[config.mk]
export PLATFORM = sky130hd
export DESIGN_NAME = buzzer_arbiter
export DESIGN_NICKNAME = d
export VERILOG_FILES = /design/src/rtl/buzzer_arbiter.sv
export SDC_FILE = /design/constraint.sdc
export NUM_CORES = 1
export LEC_CHECK = 0
export ABC_AREA = 1
export CAP_MARGIN = 20
export CORE_MARGIN = 8
export CORE_UTILIZATION = 40
export DETAILED_ROUTE_END_ITERATION = 10
export GPL_ROUTABILITY_DRIVEN = 0
export PLACE_DENSITY = 0.7
export SETUP_SLACK_MARGIN = 0.02
export SLEW_MARGIN = 20
export SYNTH_ARGS = -nofsm -noshare
export SYNTH_HDL_FRONTEND = slang
export SYNTH_SLANG_ARGS = --single-unit
[constraint.sdc]
create_clock -name clk -period 2.3 [get_ports clk]
set_clock_uncertainty 0.1 [all_clocks]
set_input_delay 0.345 -clock clk [delete_from_list [all_inputs] [get_ports clk]]
set_output_delay 0.345 -clock clk [all_outputs]
set_load 0.005 [all_outputs]
[src/rtl/buzzer_arbiter.sv]
// Fixed-priority, preemptive arbiter sharing one active-low buzzer between three
// tone sources; generates the PWM, times each note and reports done/abort.
module buzzer_arbiter #(
    parameter int unsigned TICK_CLKS  = 6250000,
    parameter int unsigned GAP_CLKS   = 1000,
    parameter int unsigned DUTY_SHIFT = 5
) (
    input  logic        clk,
    input  logic        rst_n,
    input  logic [2:0]  req,
    input  logic [19:0] cycle0,
    input  logic [19:0] cycle1,
    input  logic [19:0] cycle2,
    input  logic [7:0]  dur0,
    input  logic [7:0]  dur1,
    input  logic [7:0]  dur2,
    output logic [2:0]  gnt,
    output logic [2:0]  done,
    output logic [2:0]  abort,
    output logic        busy,
    output logic        buzzer
);
    localparam int TW = (TICK_CLKS > 1) ? $clog2(TICK_CLKS) : 1;
    localparam int GW = (GAP_CLKS > 1) ? $clog2(GAP_CLKS) : 1;
    localparam logic [TW-1:0] TICK_LAST = TW'(TICK_CLKS - 1);
    localparam logic [GW-1:0] GAP_LAST  = GW'(GAP_CLKS - 1);

    typedef enum logic [1:0] {IDLE, TONE, GAP} state_t;

    state_t        state_q, state_d;
    logic [1:0]    id_q, id_d;
    logic [2:0]    gnt_q, gnt_d, done_q, done_d, abort_q, abort_d;
    logic [19:0]   cyc_q, cyc_d, hz_cnt_q, hz_cnt_d;
    logic [7:0]    dur_left_q, dur_left_d;
    logic [TW-1:0] tick_cnt_q, tick_cnt_d;
    logic [GW-1:0] gap_cnt_q, gap_cnt_d;
    logic          buzzer_q, buzzer_d;

    logic [1:0]  win_id;
    logic [19:0] win_cyc;
    logic [7:0]  win_dur;
    logic        higher, cur_req, last;

    always_comb begin
        win_id = req[2] ? 2'd2 : (req[1] ? 2'd1 : 2'd0);
        case (win_id)
            2'd2:    begin win_cyc = cycle2; win_dur = dur2; end
            2'd1:    begin win_cyc = cycle1; win_dur = dur1; end
            default: begin win_cyc = cycle0; win_dur = dur0; end
        endcase
        case (id_q)
            2'd0:    higher = |req[2:1];
            2'd1:    higher = req[2];
            default: higher = 1'b0;
        endcase
        cur_req = req[id_q];
        // dur=0 plays a single clock; otherwise end on the last tick of the last unit
        last = (dur_left_q == 8'd0) || ((dur_left_q == 8'd1) && (tick_cnt_q == TICK_LAST));
    end

    always_ff @(posedge clk or negedge rst_n) begin
        if (!rst_n) state_q <= IDLE;
        else        state_q <= state_d;
    end

    always_comb begin
        state_d = state_q;
        case (state_q)
            IDLE:    if (|req) state_d = TONE;
            TONE:    if (last) state_d = GAP;
                     else if (!higher && !cur_req) state_d = GAP;
            GAP:     if (gap_cnt_q == GAP_LAST) state_d = IDLE;
            default: state_d = IDLE;
        endcase
    end

    always_comb begin
        id_d       = id_q;
        gnt_d      = gnt_q;
        cyc_d      = cyc_q;
        dur_left_d = dur_left_q;
        hz_cnt_d   = hz_cnt_q;
        tick_cnt_d = tick_cnt_q;
        gap_cnt_d  = gap_cnt_q;
        done_d     = 3'b000;
        abort_d    = 3'b000;
        buzzer_d   = 1'b1;
        case (state_q)
            IDLE: ;
            TONE: begin
                // completion outranks preemption; cancel+preempt switches silently
                if (last) begin
                    gnt_d     = 3'b000;
                    done_d    = gnt_q;
                    gap_cnt_d = '0;
                end else if (higher) begin
                    abort_d = cur_req ? gnt_q : 3'b000;
                end else if (!cur_req) begin
                    gnt_d     = 3'b000;
                    gap_cnt_d = '0;
                end else begin
                    if (cyc_q == 20'd0 || hz_cnt_q == cyc_q - 20'd1) hz_cnt_d = 20'd0;
                    else                                              hz_cnt_d = hz_cnt_q + 20'd1;
                    if (tick_cnt_q == TICK_LAST) begin
                        tick_cnt_d = '0;
                        dur_left_d = dur_left_q - 8'd1;
                    end else begin
                        tick_cnt_d = tick_cnt_q + 1'b1;
                    end
                end
                if (state_d == TONE && hz_cnt_q < (cyc_q >> DUTY_SHIFT)) buzzer_d = 1'b0;
            end
            GAP:     gap_cnt_d = gap_cnt_q + 1'b1;
            default: ;
        endcase
        if ((state_q == IDLE && |req) || (state_q == TONE && !last && higher)) begin
            id_d       = win_id;
            gnt_d      = 3'b001 << win_id;
            cyc_d      = win_cyc;
            dur_left_d = win_dur;
            hz_cnt_d   = 20'd0;
            tick_cnt_d = '0;
        end
    end

    always_ff @(posedge clk or negedge rst_n) begin
        if (!rst_n) begin
            id_q       <= 2'd0;
            gnt_q      <= 3'b000;
            done_q     <= 3'b000;
            abort_q    <= 3'b000;
            cyc_q      <= 20'd0;
            dur_left_q <= 8'd0;
            hz_cnt_q   <= 20'd0;
            tick_cnt_q <= '0;
            gap_cnt_q  <= '0;
            buzzer_q   <= 1'b1;
        end else begin
            id_q       <= id_d;
            gnt_q      <= gnt_d;
            done_q     <= done_d;
            abort_q    <= abort_d;
            cyc_q      <= cyc_d;
            dur_left_q <= dur_left_d;
            hz_cnt_q   <= hz_cnt_d;
            tick_cnt_q <= tick_cnt_d;
            gap_cnt_q  <= gap_cnt_d;
            buzzer_q   <= buzzer_d;
        end
    end

    assign gnt    = gnt_q;
    assign done   = done_q;
    assign abort  = abort_q;
    assign busy   = (state_q != IDLE);
    assign buzzer = buzzer_q;
endmodule

==> summary.md, run 1 <==
| Metric | Value |
|---|---|
| Routed vias/inst | 5.119 |
| Syn Inst Count | 999 |
| Core area | 0.01712 mm² |
| Global-route usage over all layers | 18.75% |
| Routed length per instance | 14.64 µm |
| Worst EP required | 2450 ps |
| Worst-margin pin slew | 540.1 ps |
| Drt pass-1 iters | 5 |
| Clock Sinks | 95 |
| Min-Delay Path Class | in2async |
| IO buf count | 99 |
| Die Span Y | 147.8 µm |
| FF+latch count, synth | 95 |
| Final Util | 54.71% |
| Commonest non-fill, non-tap cell in the layout | nand2_1 |
| Htree depth | 3 |
| Status | complete, no violations |
| Ant. Diodes | 0 |
| Placed inst area | 0.008698 mm² |
| Max clock buf depth | 2 |
| CP Data Arrival Time | 2330 ps |
| Clk Tree Root Cell | clkbuf_16 |
| # IOs | 100 |
| Crit-path max FO | 8 |
| Vias in the first global route | 7003 |
| HPWL after DPL | 15780 µm |
| Type of the worst setup path | reg2reg |
| Synthesized cell area | 0.006944 mm² |
| Drt drc | 0 |
| Synth async-reset ratio | 100.0% |
| Min Hold Slack | 343.9 ps |
| Initial antenna violation count | 0 |
| Final setup fails | 0 |
| CTS Buf Count | 9 |
| Synth Area per Inst | 6.951 µm² |
| Clk Latency, worst-skew pair | 360 ps |
| Mapped Nets | 1109 |
| CTS tree | done |
| Row cnt | 48 |
| Fmax | 457.9 MHz |
| Most frequent cells in the layout | nand2_1 (254), inv_1 (120), clkdlybuf4s50_1 (97) |
| Final Cell Area | 0.009365 mm² |
| Initial Util | 40.57% |
| Ys flop type | dfrtp_1 |
| Largest net degree at the start of global routing | 67 |
| Startpoint Class | flip-flop |
| Hold Vio Cnt, Final | 0 |
| DR iter-0 viols | 378 |
| Die area | 0.02183 mm² |
| Yosys cell types | 46 |
| Post-route ant nets | 0 |
| Crit share post-route | 94.94% |
| Pwr dens | 373.7 mW/mm² |
| Vias | 7162 |
| Number of flops mapped to enable cells by yosys | 0 |
| Routed WL | 20480 µm |
| Final Power | 0.003500 W |
| Slew Viols, Final | 0 |
| YS warnings | 0 |
| Share of cells above drive strength 1 | 16.18% |
| Min Tclk post-route | 2184 ps |
| MaxCap Viol Count | 0 |
| CTS clk-pin slew, worst paths | 70 ps |
| Worst VDD drop | 369.1 µV |
| Gr ovfl total | 0 |
| Leakage | 4.423 nW |
| Die width | 147.8 µm |
| Area growth, synth to finish | 34.86% |
| Crit path capture type | flip-flop |
| # nets final | 1280 |
| Headroom to the max-slew limit | 63.66% |
| First-pass GRT wire length | 33710 µm |
| Seq/Total Area, Yosys | 34.25% |
## synth_stat cells (2+ instances only)
library cell  instances  area, µm²
and3_1                3      18.77
buf_6                 2      22.52
nand2_1             265      994.7
xor2_1               31      271.5
nand2_2               4      25.02
o2111ai_1             7      61.31
a41oi_1               2      17.52
o21ai_0              26      130.1
o21a_1                3      22.52
nor2_4                4      45.04
ha_1                 21      262.8
o21ai_1               9      45.04
nand3_2               3      30.03
nor2_2                9      56.30
buf_4                 6      45.04
a22oi_1              16      120.1
inv_2                 5      18.77
nor2_1              112      420.4
xnor2_1              14      122.6
nand3b_1             10      75.07
dfrtp_1              94       2352
nand3_1              66      330.3
o31ai_1               3      22.52
nor3b_1               3      22.52
o21bai_1              4      30.03
o211ai_1              4      30.03
nor3_1               25      125.1
clkbuf_1             11      41.29
a31oi_1              13      81.33
buf_2                11      55.05
o22ai_1               4      25.02
a22o_1                2      17.52
nor4_1                7      43.79
nand4_1              46      287.8
a21o_1                2      15.01
inv_1               124      465.5
a21oi_1              19      95.09
## metal layers
layer / global-route usage, % / vias up / part of all wire (%)
met2: 33.03 / 184 / 50
met1: 22.82 / 3302 / 43
met3: 3.455 / 33 / 4.3
met4: 5.507 / 0 / 2.0
met5: 0 / - / 0
li1: - / 3643 / -
## registers in the layout (all words and copies together), names as in the netlist
signal	flops
state_q	2
abort	3
dur_left_q	8
hz_cnt_q	20
done	3
buzzer	1
id_q	2
gnt	3
gap_cnt_q	10
cyc_q	20
tick_cnt_q	23
## path summary, 6_finish.rpt
| check | end | start | depth (start not counted) | slack, ps |
|---|---|---|---|---|
| setup / recovery | hz_cnt_q[14]$_DFFE_PN0P_ | cyc_q[5]$_DFFE_PN0N_ | 13 | 120 |
| hold / removal | tick_cnt_q[14]$_DFFE_PN0P_ | rst_n | 2 | 340 |
| setup reg to reg | hz_cnt_q[14]$_DFFE_PN0P_ | cyc_q[5]$_DFFE_PN0N_ | 13 | 120 |
| hold reg to reg | state_q[1]$_DFF_PN0_ | gap_cnt_q[9]$_DFFE_PN0P_ | 1 | 440 |
| max in group asynchronous | cyc_q[4]$_DFFE_PN0N_ | rst_n | 3 | 1030 |
| min in group clk | id_q[0]$_DFFE_PN0N_ | req[2] | 4 | 410 |
## report_power, final
group	leakage, nW	switching, W	internal (W)
clock	0.150	0.000700	0.000879
sequential	1.18	0	0.00167
combinational	3.09	0.0000929	0.000158
## critical path, cell delays in order (launching register included)
cell and delay (ps):
dfrtp_1 470, nor2_2 170, nand2_2 110, nor2_4 180
buf_4 140, nand3_1 70, nand2_1 90, nand2_1 50
nand2_1 70, nand3_1 130, nor2_4 200, nand2_4 120
nand4_1 100, nand2_1 60
## cell families after synthesis
| kind of cell | after synthesis | share of synthesized area, % |
|---|---|---|
| xor+xnor | 45 | 5.676 |
| flops | 95 | 34.25 |
| buf+inv | 160 | 9.387 |
| fa+ha+maj | 21 | 3.784 |
| compound gates | 117 | 10.63 |
| simple gates | 561 | 36.27 |
## what timing repair did
| item | 4_1_cts | 5_1_grt |
|---|---|---|
| endpoints found under the hold margin | 29 | 0 |
| hold buffers | 1 | 0 |
| setup buffers | 0 | 13 |
| gates resized for setup | 3 | 73 |
| setup endpoints to repair | 18 | 56 |
| pin swaps | 0 | 27 |
| gates cloned | 0 | 1 |
## layout make-up
| class | instances | area, µm² |
|---|---|---|
| flip-flops and latches | 95 | 2386 |
| multi-input cells | 745 | 4146 |
| well taps | 225 | 281.5 |
| repair buffers | 189 | 1759 |
| inverters | 130 | 488.0 |
| clock inverters | 5 | 65.06 |
| fillers | 1644 | 7751 |
| clock buffers | 10 | 239.0 |
## through the flow
step,setup WS (ps),instances,setup TNS (ps)
after floorplan,125.5,999,0
after global placement,-142.0,1369,-3818
after detailed placement,-211.0,1369,-8047
after CTS,20.49,1385,0
after global routing,-19.19,1399,-65.96
final,116.3,1399,0
(Power assumes the default switching activity.)
==> run 2: changes to the inputs <==
CORE_UTILIZATION = 50   (was 40)
PLACE_DENSITY = 0.83   (was 0.7)
==> run 2 against run 1 <==
Effect of this change: clock power down 4%; core utilization up 12 points; setup slack worse by 21 ps; cell count down 4.2%; maximum frequency down 0.94%; die area down 18%; sequential power about the same; via count up 2.7%; combinational power up 4%; worst hold slack better by 18 ps; largest power group unchanged.
==> summary.md, run 2 (synthesis results as in run 1) <==
| Metric | Value |
|---|---|
| DP Cell Count | 1314 (-4.0%) |
| Final Util | 66.38% (+12 points) |
| Gr ovfl total | 0 (unchanged) |
| Clock network power share | 43.9% (-1.2 points) |
| Most frequent cells in the layout | nand2_1 (257), inv_1 (119), nor2_1 (100) |
| Startpoint Class | flip-flop |
| RSZ-0062 raised after global routing | yes |
| CP Data Arrival Time | 2340 ps (about the same) |
| Global-route usage over all layers | 22.85% (+4.1 points) |
| Crit-path max FO | 8 (unchanged) |
| Clk Tree Root Cell | clkbuf_16 |
| HPWL after DPL | 15560 µm (-1.4%) |
| Min-Delay Path Class | in2async |
| CTS clk-pin slew, worst paths | 70 ps (about the same) |
| Ant. Diodes | 0 (unchanged) |
| Fin Setup TNS | 0 ps (unchanged) |
| Routed length per instance | 15.49 µm (+5.8%) |
| Final Power | 0.003443 W (-1.6%) |
| Max reg flops | 23 (unchanged) |
| Status | complete, no violations |
| Top reg by flops | tick_cnt_q |
| Core area | 0.01372 mm² (-20%) |
| Initial antenna violation count | 0 (unchanged) |
| Hold Vio Cnt, Final | 0 (unchanged) |
| Worst-margin pin slew | 424.2 ps (-115.8 ps) |
| Slew Viols, Final | 0 (unchanged) |
| Worst VDD drop | 393.8 µV (+6.7%) |
| Clock Sinks | 95 (unchanged) |
| Htree depth | 3 (unchanged) |
| Drt pass-1 iters | 5 (unchanged) |
| Area of the multi-input gates | 0.004084 mm² (-1.5%) |
| DR iter-0 viols | 591 (+56%) |
| Commonest non-fill, non-tap cell in the layout | nand2_1 |
| Final setup fails | 0 (unchanged) |
| # nets final | 1265 (-1.2%) |
| Fin cells | 1340 (-4.2%) |
| Routed vias/inst | 5.490 (+7.2%) |
| Vias in the first global route | 7326 (+4.6%) |
| Min Tclk post-route | 2204 ps (+20.65 ps) |
| Crit path capture type | flip-flop |
| Row cnt | 43 (-10%) |
| Drt drc | 0 (unchanged) |
| Fmax | 453.7 MHz (-0.94%) |
| CTS tree | done |
| Crit share post-route | 95.84% (+0.90 points) |
| Area growth, synth to finish | 31.15% |
| NetSw | 0.0007652 W (-3.5%) |
| Die area | 0.01792 mm² (-18%) |
| Clk Latency, worst-skew pair | 360 ps (about the same) |
| Post-route ant nets | 0 (unchanged) |
| Die Span Y | 133.9 µm (-9.4%) |
| Flop pwr share | 48.5% (+0.8 points) |
| MaxCap Viol Count | 0 (unchanged) |
| Initial Util | 50.62% (+10 points) |
| Die width | 133.9 µm (-9.4%) |
| IO buf count | 99 (unchanged) |
| Share of cells above drive strength 1 | 13.53% (-2.6 points) |
| Type of the worst setup path | reg2reg |
| Leakage | 4.310 nW (-2.6%) |
| Layout fillers | 1119 (-32%) |
| Register area | 0.002384 mm² (-0.10%) |
| # IOs | 100 (unchanged) |
| Max clock buf depth | 2 (unchanged) |
| First-pass GRT wire length | 33840 µm (+0.37%) |
| CTS Buf Count | 9 (unchanged) |
| Comb power frac | 7.6% (+0.4 points) |
| Headroom to the max-slew limit | 71.72% (+8.1 points) |
| Vias | 7356 (+2.7%) |
| Pwr dens | 378.1 mW/mm² (+1.2%) |
| Largest registers | tick_cnt_q (23), cyc_q (20), hz_cnt_q (20) |
| Switching share of total power | 22.22% (-0.44 points) |
| P_int | 0.002678 W (-1.1%) |
| Routed WL | 20760 µm (+1.3%) |
| Worst EP required | 2440 ps (about the same) |
| Largest net degree at the start of global routing | 40 (-40%) |
-- run 2: cell type report --
class	count	share of cell area [%]
clock inverters	5	0.6457
repair buffers	173	17.89
multi-input cells	746	44.84
well taps	180	2.473
flip-flops and latches	95	26.17
inverters	130	5.427
clock buffers	11	2.555
-- run 2: worst paths after layout --
check,startpoint,to,slack (ps),cells after the start
min in group clk,tick_cnt_q[1]$_DFFE_PN0P_,tick_cnt_q[1]$_DFFE_PN0P_,420,2
max reg2reg,cyc_q[6]$_DFFE_PN0N_,hz_cnt_q[4]$_DFFE_PN0P_,100,11
min,rst_n,cyc_q[2]$_DFFE_PN0N_,360,2
min reg2reg,tick_cnt_q[1]$_DFFE_PN0P_,tick_cnt_q[1]$_DFFE_PN0P_,420,2
max in group asynchronous,rst_n,buzzer$_DFF_PN1_,1120,3
max,cyc_q[6]$_DFFE_PN0N_,hz_cnt_q[4]$_DFFE_PN0P_,100,11
-- run 2: routing by layer --
layer / vias to the layer above / wire (µm) / track usage (%)
met2: 242 / 10430 / 39.99
met3: 70 / 1101 / 5.423
met4: 0 / 813 / 10.92
met5: - / 0 / 0
li1: 3606 / - / -
met1: 3438 / 8412 / 25.67
-- run 2: what timing repair did --
action	CTS	global route
endpoints found under the hold margin	26	0
setup buffers	1	6
setup endpoints to repair	38	64
resized for setup	7	46
pin swaps	2	13
gates cloned	0	2
hold buffers	1	0
-- run 2: power by group through the flow --
stage	registers [W]	logic (W)	clock network (W)
detailed placement	0.00170	0.000260	0
floorplan	0.00170	0.0000441	0
global placement	0.00170	0.000257	0
finish	0.00167	0.000261	0.00151
CTS	0.00167	0.000262	0.00153
global route	0.00167	0.000284	0.00159
-- run 2: per-stage QoR --
step / hold WS (ps) / instance area (µm²) / setup WS, ps
3_5_place_dp: 204.7 / 8567 / -162.3
2_1_floorplan: -50.59 / 6944 / 125.5
6_report: 362.4 / 9107 / 95.68
4_1_cts: 374.8 / 8896 / 37.85
5_1_grt: 403.0 / 9107 / -15.09
3_3_place_gp: 204.1 / 8567 / -93.43
-- run 2: critical path, cell delays in order, from the launching register on --
cell	delay (ps)
dfrtp_1	440
nor2_1	180
nand2_1	130
nor2_4	180
nand2_2	90
nor2_2	150
xor2_2	190
nand3_1	140
nor2_4	200
nand2_4	110
nand4_1	100
nand2_1	60
